--- src/rtl/pc_sequencer_if.sv ---
// Control/operand bundle between the instruction decoder (master) and the
// PC sequencer (slave), plus the PC-side status returned to fetch/debug.
interface pc_sequencer_if #(
    parameter int XLEN = 32
);
    logic            instr_valid;
    logic            Branch;
    logic            JAL;
    logic            pc_sel;
    logic            EC_FE;
    logic            EB;
    logic            branch_taken;
    logic [XLEN-1:0] imm;
    logic [XLEN-1:0] alu_result;
    logic            resume;

    logic [XLEN-1:0] pc;
    logic [XLEN-1:0] pc_plus4;
    logic            flush;
    logic            halted;
    logic            ecall_pulse;
    logic [31:0]     instret;

    modport master (
        output instr_valid, Branch, JAL, pc_sel, EC_FE, EB, branch_taken,
               imm, alu_result, resume,
        input  pc, pc_plus4, flush, halted, ecall_pulse, instret
    );

    modport slave (
        input  instr_valid, Branch, JAL, pc_sel, EC_FE, EB, branch_taken,
               imm, alu_result, resume,
        output pc, pc_plus4, flush, halted, ecall_pulse, instret
    );
endinterface

--- src/rtl/pc_sequencer.sv ---
// Program-counter sequencer: owns the PC register, inserts a one-cycle
// flush bubble after every redirect, stops at EBREAK until the debugger
// resumes, and counts retired instructions.
module pc_sequencer #(
    parameter int              XLEN     = 32,
    parameter logic [XLEN-1:0] RESET_PC = '0
) (
    input  logic          clk,
    input  logic          rst_n,
    pc_sequencer_if.slave bus
);
    typedef enum logic [1:0] {RUN, FLUSH, HALT} state_t;

    state_t          state_q, state_d;
    logic [XLEN-1:0] pc_q, pc_d;
    logic [31:0]     instret_q, instret_d;
    logic            flush_q, halted_q, ecall_q, ecall_d;
    logic [XLEN-1:0] pc_plus4;
    logic [XLEN-1:0] pc_plus_imm;

    assign pc_plus4    = pc_q + XLEN'(4);
    assign pc_plus_imm = pc_q + bus.imm;

    // Register state, PC, counter and the status outputs derived from the next state.
    always_ff @(posedge clk or negedge rst_n) begin
        if (!rst_n) begin
            state_q   <= RUN;
            pc_q      <= RESET_PC;
            instret_q <= '0;
            flush_q   <= 1'b0;
            halted_q  <= 1'b0;
            ecall_q   <= 1'b0;
        end else begin
            state_q   <= state_d;
            pc_q      <= pc_d;
            instret_q <= instret_d;
            flush_q   <= (state_d == FLUSH);
            halted_q  <= (state_d == HALT);
            ecall_q   <= ecall_d;
        end
    end

    // Next-state and next-PC decision; decoder word is only honoured in RUN.
    always_comb begin
        state_d   = state_q;
        pc_d      = pc_q;
        instret_d = instret_q;
        ecall_d   = 1'b0;
        unique case (state_q)
            RUN: begin
                if (bus.instr_valid) begin
                    if (!bus.EB) begin
                        // PC stays on the EBREAK so the debugger sees it.
                        state_d = HALT;
                    end else begin
                        instret_d = instret_q + 32'd1;
                        ecall_d   = bus.EC_FE;
                        if (bus.pc_sel) begin
                            pc_d    = {bus.alu_result[XLEN-1:1], 1'b0};
                            state_d = FLUSH;
                        end else if (bus.JAL) begin
                            pc_d    = pc_plus_imm;
                            state_d = FLUSH;
                        end else if (bus.Branch && bus.branch_taken) begin
                            pc_d    = pc_plus_imm;
                            state_d = FLUSH;
                        end else begin
                            pc_d    = pc_plus4;
                        end
                    end
                end
            end
            FLUSH: begin
                state_d = RUN;
            end
            HALT: begin
                if (bus.resume) begin
                    pc_d    = pc_plus4;
                    state_d = FLUSH;
                end
            end
            default: begin
                state_d = RUN;
            end
        endcase
    end

    assign bus.pc          = pc_q;
    assign bus.pc_plus4    = pc_plus4;
    assign bus.flush       = flush_q;
    assign bus.halted      = halted_q;
    assign bus.ecall_pulse = ecall_q;
    assign bus.instret     = instret_q;
endmodule

--- src/flat_wrapper.sv ---
// flat-port wrapper written by rule: the top's interface ports become plain ports
module pc_sequencer_flat 
#(
    parameter int              XLEN     = 32,
    parameter logic [XLEN-1:0] RESET_PC = '0
)
  (clk, rst_n, bus_instr_valid, bus_Branch, bus_JAL, bus_pc_sel, bus_EC_FE, bus_EB, bus_branch_taken, bus_imm, bus_alu_result, bus_resume, bus_pc, bus_pc_plus4, bus_flush, bus_halted, bus_ecall_pulse, bus_instret);
  pc_sequencer_if #(.XLEN(XLEN)) bus_i ();
  input  logic clk;
  input  logic rst_n;
  input wire logic [$bits(bus_i.instr_valid)-1:0] bus_instr_valid;
  input wire logic [$bits(bus_i.Branch)-1:0] bus_Branch;
  input wire logic [$bits(bus_i.JAL)-1:0] bus_JAL;
  input wire logic [$bits(bus_i.pc_sel)-1:0] bus_pc_sel;
  input wire logic [$bits(bus_i.EC_FE)-1:0] bus_EC_FE;
  input wire logic [$bits(bus_i.EB)-1:0] bus_EB;
  input wire logic [$bits(bus_i.branch_taken)-1:0] bus_branch_taken;
  input wire logic [$bits(bus_i.imm)-1:0] bus_imm;
  input wire logic [$bits(bus_i.alu_result)-1:0] bus_alu_result;
  input wire logic [$bits(bus_i.resume)-1:0] bus_resume;
  output wire logic [$bits(bus_i.pc)-1:0] bus_pc;
  output wire logic [$bits(bus_i.pc_plus4)-1:0] bus_pc_plus4;
  output wire logic [$bits(bus_i.flush)-1:0] bus_flush;
  output wire logic [$bits(bus_i.halted)-1:0] bus_halted;
  output wire logic [$bits(bus_i.ecall_pulse)-1:0] bus_ecall_pulse;
  output wire logic [$bits(bus_i.instret)-1:0] bus_instret;
  assign bus_i.instr_valid = bus_instr_valid;
  assign bus_i.Branch = bus_Branch;
  assign bus_i.JAL = bus_JAL;
  assign bus_i.pc_sel = bus_pc_sel;
  assign bus_i.EC_FE = bus_EC_FE;
  assign bus_i.EB = bus_EB;
  assign bus_i.branch_taken = bus_branch_taken;
  assign bus_i.imm = bus_imm;
  assign bus_i.alu_result = bus_alu_result;
  assign bus_i.resume = bus_resume;
  assign bus_pc = bus_i.pc;
  assign bus_pc_plus4 = bus_i.pc_plus4;
  assign bus_flush = bus_i.flush;
  assign bus_halted = bus_i.halted;
  assign bus_ecall_pulse = bus_i.ecall_pulse;
  assign bus_instret = bus_i.instret;
  pc_sequencer #(.XLEN(XLEN), .RESET_PC(RESET_PC)) u_core (.clk(clk), .rst_n(rst_n), .bus(bus_i));
endmodule
--- config.mk ---
export PLATFORM = sky130hd
export DESIGN_NAME = pc_sequencer_flat
export DESIGN_NICKNAME = d
export VERILOG_FILES = /design/src/rtl/pc_sequencer_if.sv /design/src/rtl/pc_sequencer.sv /design/src/flat_wrapper.sv
export SDC_FILE = /design/constraint.sdc
export NUM_CORES = 1
export LEC_CHECK = 0
export CAP_MARGIN = 15
export CORE_UTILIZATION = 41
export CTS_CLUSTER_DIAMETER = 60
export DETAILED_ROUTE_END_ITERATION = 12
export GPL_TIMING_DRIVEN = 0
export PLACE_DENSITY_LB_ADDON = 0.15
export REMOVE_ABC_BUFFERS = 1
export SYNTH_ARGS = -nofsm -noshare
export SYNTH_HDL_FRONTEND = slang
export SYNTH_SLANG_ARGS = --single-unit
--- constraint.sdc ---
create_clock -name clk -period 3.05 [get_ports clk]
set_clock_uncertainty 0.2 [all_clocks]
set_input_delay 0.61 -clock clk [delete_from_list [all_inputs] [get_ports clk]]
set_output_delay 0.61 -clock clk [all_outputs]
set_load 0.1 [all_outputs]
==> results.py <==
metrics = {
    "global_routing": {
        "use_met3": 0.0493,
        "track_usage": 0.282,
        "grt-ovfl-total": 0,
        "grt_pass1_vias": 6062,
        "antenna_found_initial": 0,
        "top_usage_layer": "met2",
        "grtUsageMet1": 0.382,
        "grt_pass1_wl_mm": 32.2,
        "grt_max_degree": 51,
        "met2_usage": 0.455,
    },
    "sta": {
        "final.setup.worst_slack_ps": -7.95,
        "worstMarginPinSlew_ps": 1130,
        "setup_viol": 2,
        "finalHoldViolations": 0,
        "finalHoldWorstSlack_ps": 278,
        "fin_setup_tns_ps": -12.5,
        "rsz0062_at_grt": "yes",
        "slew_violations": 0,
        "min_period_ps": 3060,
        "fin_crit_sh": 1.00,
        "fmaxAchievable_mhz": 327,
        "slew_headroom": 0.241,
    },
    "worst_setup_path": {
        "crit_chain": "clkdlybuf4s50_1 > ha_4 > o211ai_1 > a21oi_4 > o21ai_2 > a21o_1 > buf_4 > nand3_2 > a311oi_2 > xnor2_2 > o22ai_1",
        "worstSetupEndpointType": "flop",
        "r2r_slack_ps": 120,
        "crit_fanout": 5,
        "crit_type": "input pin to flop",
        "critPathLaunchType": "input pin",
        "r2r-start": "u_core.bus.pc[0]",
        "cp.required_ps": 3070,
        "cp_slowest_cell": "clkdlybuf4s50_1",
        "critPathMaxStageDelay_ps": 520,
        "reg2reg_depth": 11,
        "rr_endpoint": "u_core.bus.pc[30]",
        "arrival_ps": 3080,
    },
    "power_and_ir_drop": {
        "p_seq_frac": 0.148,
        "p_sw_mw": 6.76,
        "p_int_mw": 4.46,
        "share_comb_of_total_power": 0.748,
        "p_leak_nw": 3.73,
        "clockPowerShare": 0.103,
        "sw_frac_of_total": 0.603,
        "vdd_drop_max_mv": 0.995,
        "p_per_area_mw_per_mm2": 1260,
    },
    "finish": {
        "syn_to_final_growth_pct": 48.9,
        "drive_gt1_frac": 0.220,
        "n_antenna_cell": 0,
        "num-nets-final": 1013,
        "register_area_mm2": 0.00175,
        "multiInputGateArea_mm2": 0.00438,
        "stdcell_area_mm2": 0.00887,
        "fin_cells": 1090,
        "final_cell_mix": "clkdlybuf4s50_1 (138), nand2_1 (79), buf_4 (48)",
        "layout_commonest_cell": "clkdlybuf4s50_1",
        "fill_cells": 1182,
    },
    "routing": {
        "wirelength_mm": 21.4,
        "drt-vias-per-instance": 5.83,
        "post_drt_wl_per_cell_um": 19.6,
        "vias": 6354,
        "drc": 0,
        "drtIter0Drc": 432,
        "ant_nets": 0,
        "dr.pass1.iters": 7,
    },
    "clock_network": {
        "cts_root_buffer": "clkbuf_16",
        "cts_tree": "done",
        "clk_pin_slew_ps": 60,
        "cts_buffers": 9,
        "clock_sinks": 69,
        "clockBufferDepth": 2,
        "clk_latency_ps": 350,
        "htreeDepth": 3,
    },
    "die": {
        "num_io_pins": 173,
        "die_w_um": 123,
        "start_util": 0.424,
        "core_mm2": 0.0140,
        "die_area_mm2": 0.0150,
        "row_count": 43,
        "die_y_um": 123,
    },
    "worst_hold_path": {
        "holdPathEnd": "u_core.bus.instret[31]",
        "min_from": "u_core.bus.instret[31]",
        "hold_path.class": "flop to flop",
        "holdPathStages": 1,
    },
    "logic_synthesis": {
        "postSynth.topFlopCell": "dfrtp_1",
        "synth-edff-count": 0,
        "synthDistinctLibCells": 80,
        "syn_area_per_cell_um2": 8.33,
        "yosys_register_bits": 69,
        "ys_async_sr_fraction": 1.00,
        "synthesis.area_mm2": 0.00596,
        "yosysWarnings": 0,
        "yosysSeqAreaShare": 0.290,
        "synthCells": 715,
    },
    "place": {
        "dpl.cell_count": 1033,
        "placed_area_mm2": 0.00776,
        "hpwl_mm": 15.4,
        "place_ws_ps": -1530,
        "place_congestion": 0.913,
        "port-buffer-count": 171,
    },
    "outcome": {
        "violations": "setup timing",
        "run_status": "complete, but fails checks",
    },
    "job": {
        "cap_violations": 0,
    },
}
power groups by stage:
stage                     Sequential [mW]  Combinational, mW  Clock (mW)
after floorplan                      3.38               3.89           0
after global placement               1.71               7.39           0
after detailed placement             1.72               7.43           0
after CTS                            1.71               7.72        1.16
after global routing                 1.70               8.77        1.20
final                                1.66               8.39        1.16
cells by family after synthesis:
family	synth area share
buffers and inverters	0.0426
adder cells (fa/ha/maj)	0.0727
AND/OR/NAND/NOR	0.247
multiplexers	0.00336
AO/OA/AOI/OAI	0.216
XOR/XNOR	0.129
flip-flops	0.290
routing by layer:
| metal | up-vias | wire (um) |
|---|---|---|
| met2 | 306 | 10100 |
| met4 | 0 | 398 |
| li1 | 2979 | - |
| met3 | 26 | 1610 |
| met5 | - | 0 |
| met1 | 3043 | 9220 |
synthesized netlist by cell type (4+ instances only):
library cell / number / share of area
a21oi_1: 57 / 0.048
nand2_1: 80 / 0.050
nor2_1: 53 / 0.033
xnor2_1: 53 / 0.078
nand2b_1: 10 / 0.010
ha_1: 33 / 0.069
a22o_1: 4 / 0.0059
xor2_1: 24 / 0.035
o21ai_0: 40 / 0.034
buf_2: 9 / 0.0076
inv_1: 17 / 0.011
o21bai_1: 4 / 0.0050
a221oi_1: 7 / 0.010
or3_1: 5 / 0.0052
a211oi_1: 5 / 0.0063
nor3_1: 17 / 0.014
a31oi_1: 7 / 0.0073
nand3_1: 36 / 0.030
a21o_1: 11 / 0.014
dfrtp_1: 69 / 0.29
and3_1: 11 / 0.012
buf_4: 5 / 0.0063
o21a_1: 4 / 0.0050
clkbuf_1: 16 / 0.010
nand4_1: 17 / 0.018
and2_1: 9 / 0.0094
a22oi_1: 9 / 0.011
and4_1: 7 / 0.010
nor2b_1: 10 / 0.010
o22ai_1: 5 / 0.0052
state kept, by name (all words and copies together), names as in the netlist:
signal                  cells
u_core.bus.flush            1
u_core.bus.instret         32
u_core.state_q              2
u_core.bus.pc              32
u_core.bus.ecall_pulse      1
u_core.bus.halted           1
worst max path at each step:
stage	startpoint	end	slack [ps]
3_3_place_gp	bus_EB	u_core.bus.pc[21]	-1900
3_5_place_dp	bus_pc_sel	u_core.bus.pc[21]	-1530
4_1_cts	u_core.bus.pc[2]	bus_pc_plus4[16]	-90
5_1_grt	bus_imm[3]	u_core.bus.pc[24]	-110
6_report	bus_imm[3]	u_core.bus.pc[24]	-8
2_1_floorplan	u_core.bus.pc[2]	bus_pc_plus4[22]	-1500
what timing repair did:
action | in CTS | in global routing
pin swaps | 3 | 22
endpoints found under the hold margin | 19 | 0
setup buffers | 6 | 34
gates resized for setup | 221 | 61
hold buffers | 1 | 0
endpoints found under the setup margin | 63 | 38
cloned | 0 | 0
worst max-delay path, delay by kind of cell:
kind | cells | cell delay, ps
compound gates | 6 | 1260
buf+inv | 2 | 660
fa+ha+maj | 1 | 230
xor+xnor | 1 | 180
simple gates | 1 | 130
stage by stage:
stage          power, mW  utilization
3_5_place_dp        9.15        0.553
4_1_cts             10.6        0.596
2_1_floorplan       7.27            -
6_report            11.2        0.632
5_1_grt             11.7        0.632
3_3_place_gp        9.10        0.549
cell type report:
cell class,count,area share
tap,180,0.0254
sequential,69,0.198
multi-input combinational,594,0.494
timing repair buffer,214,0.240
clock buffer,10,0.0258
inverter,17,0.00719
clock inverter,6,0.00987
Note: power is estimated with default switching activity, not from simulation.
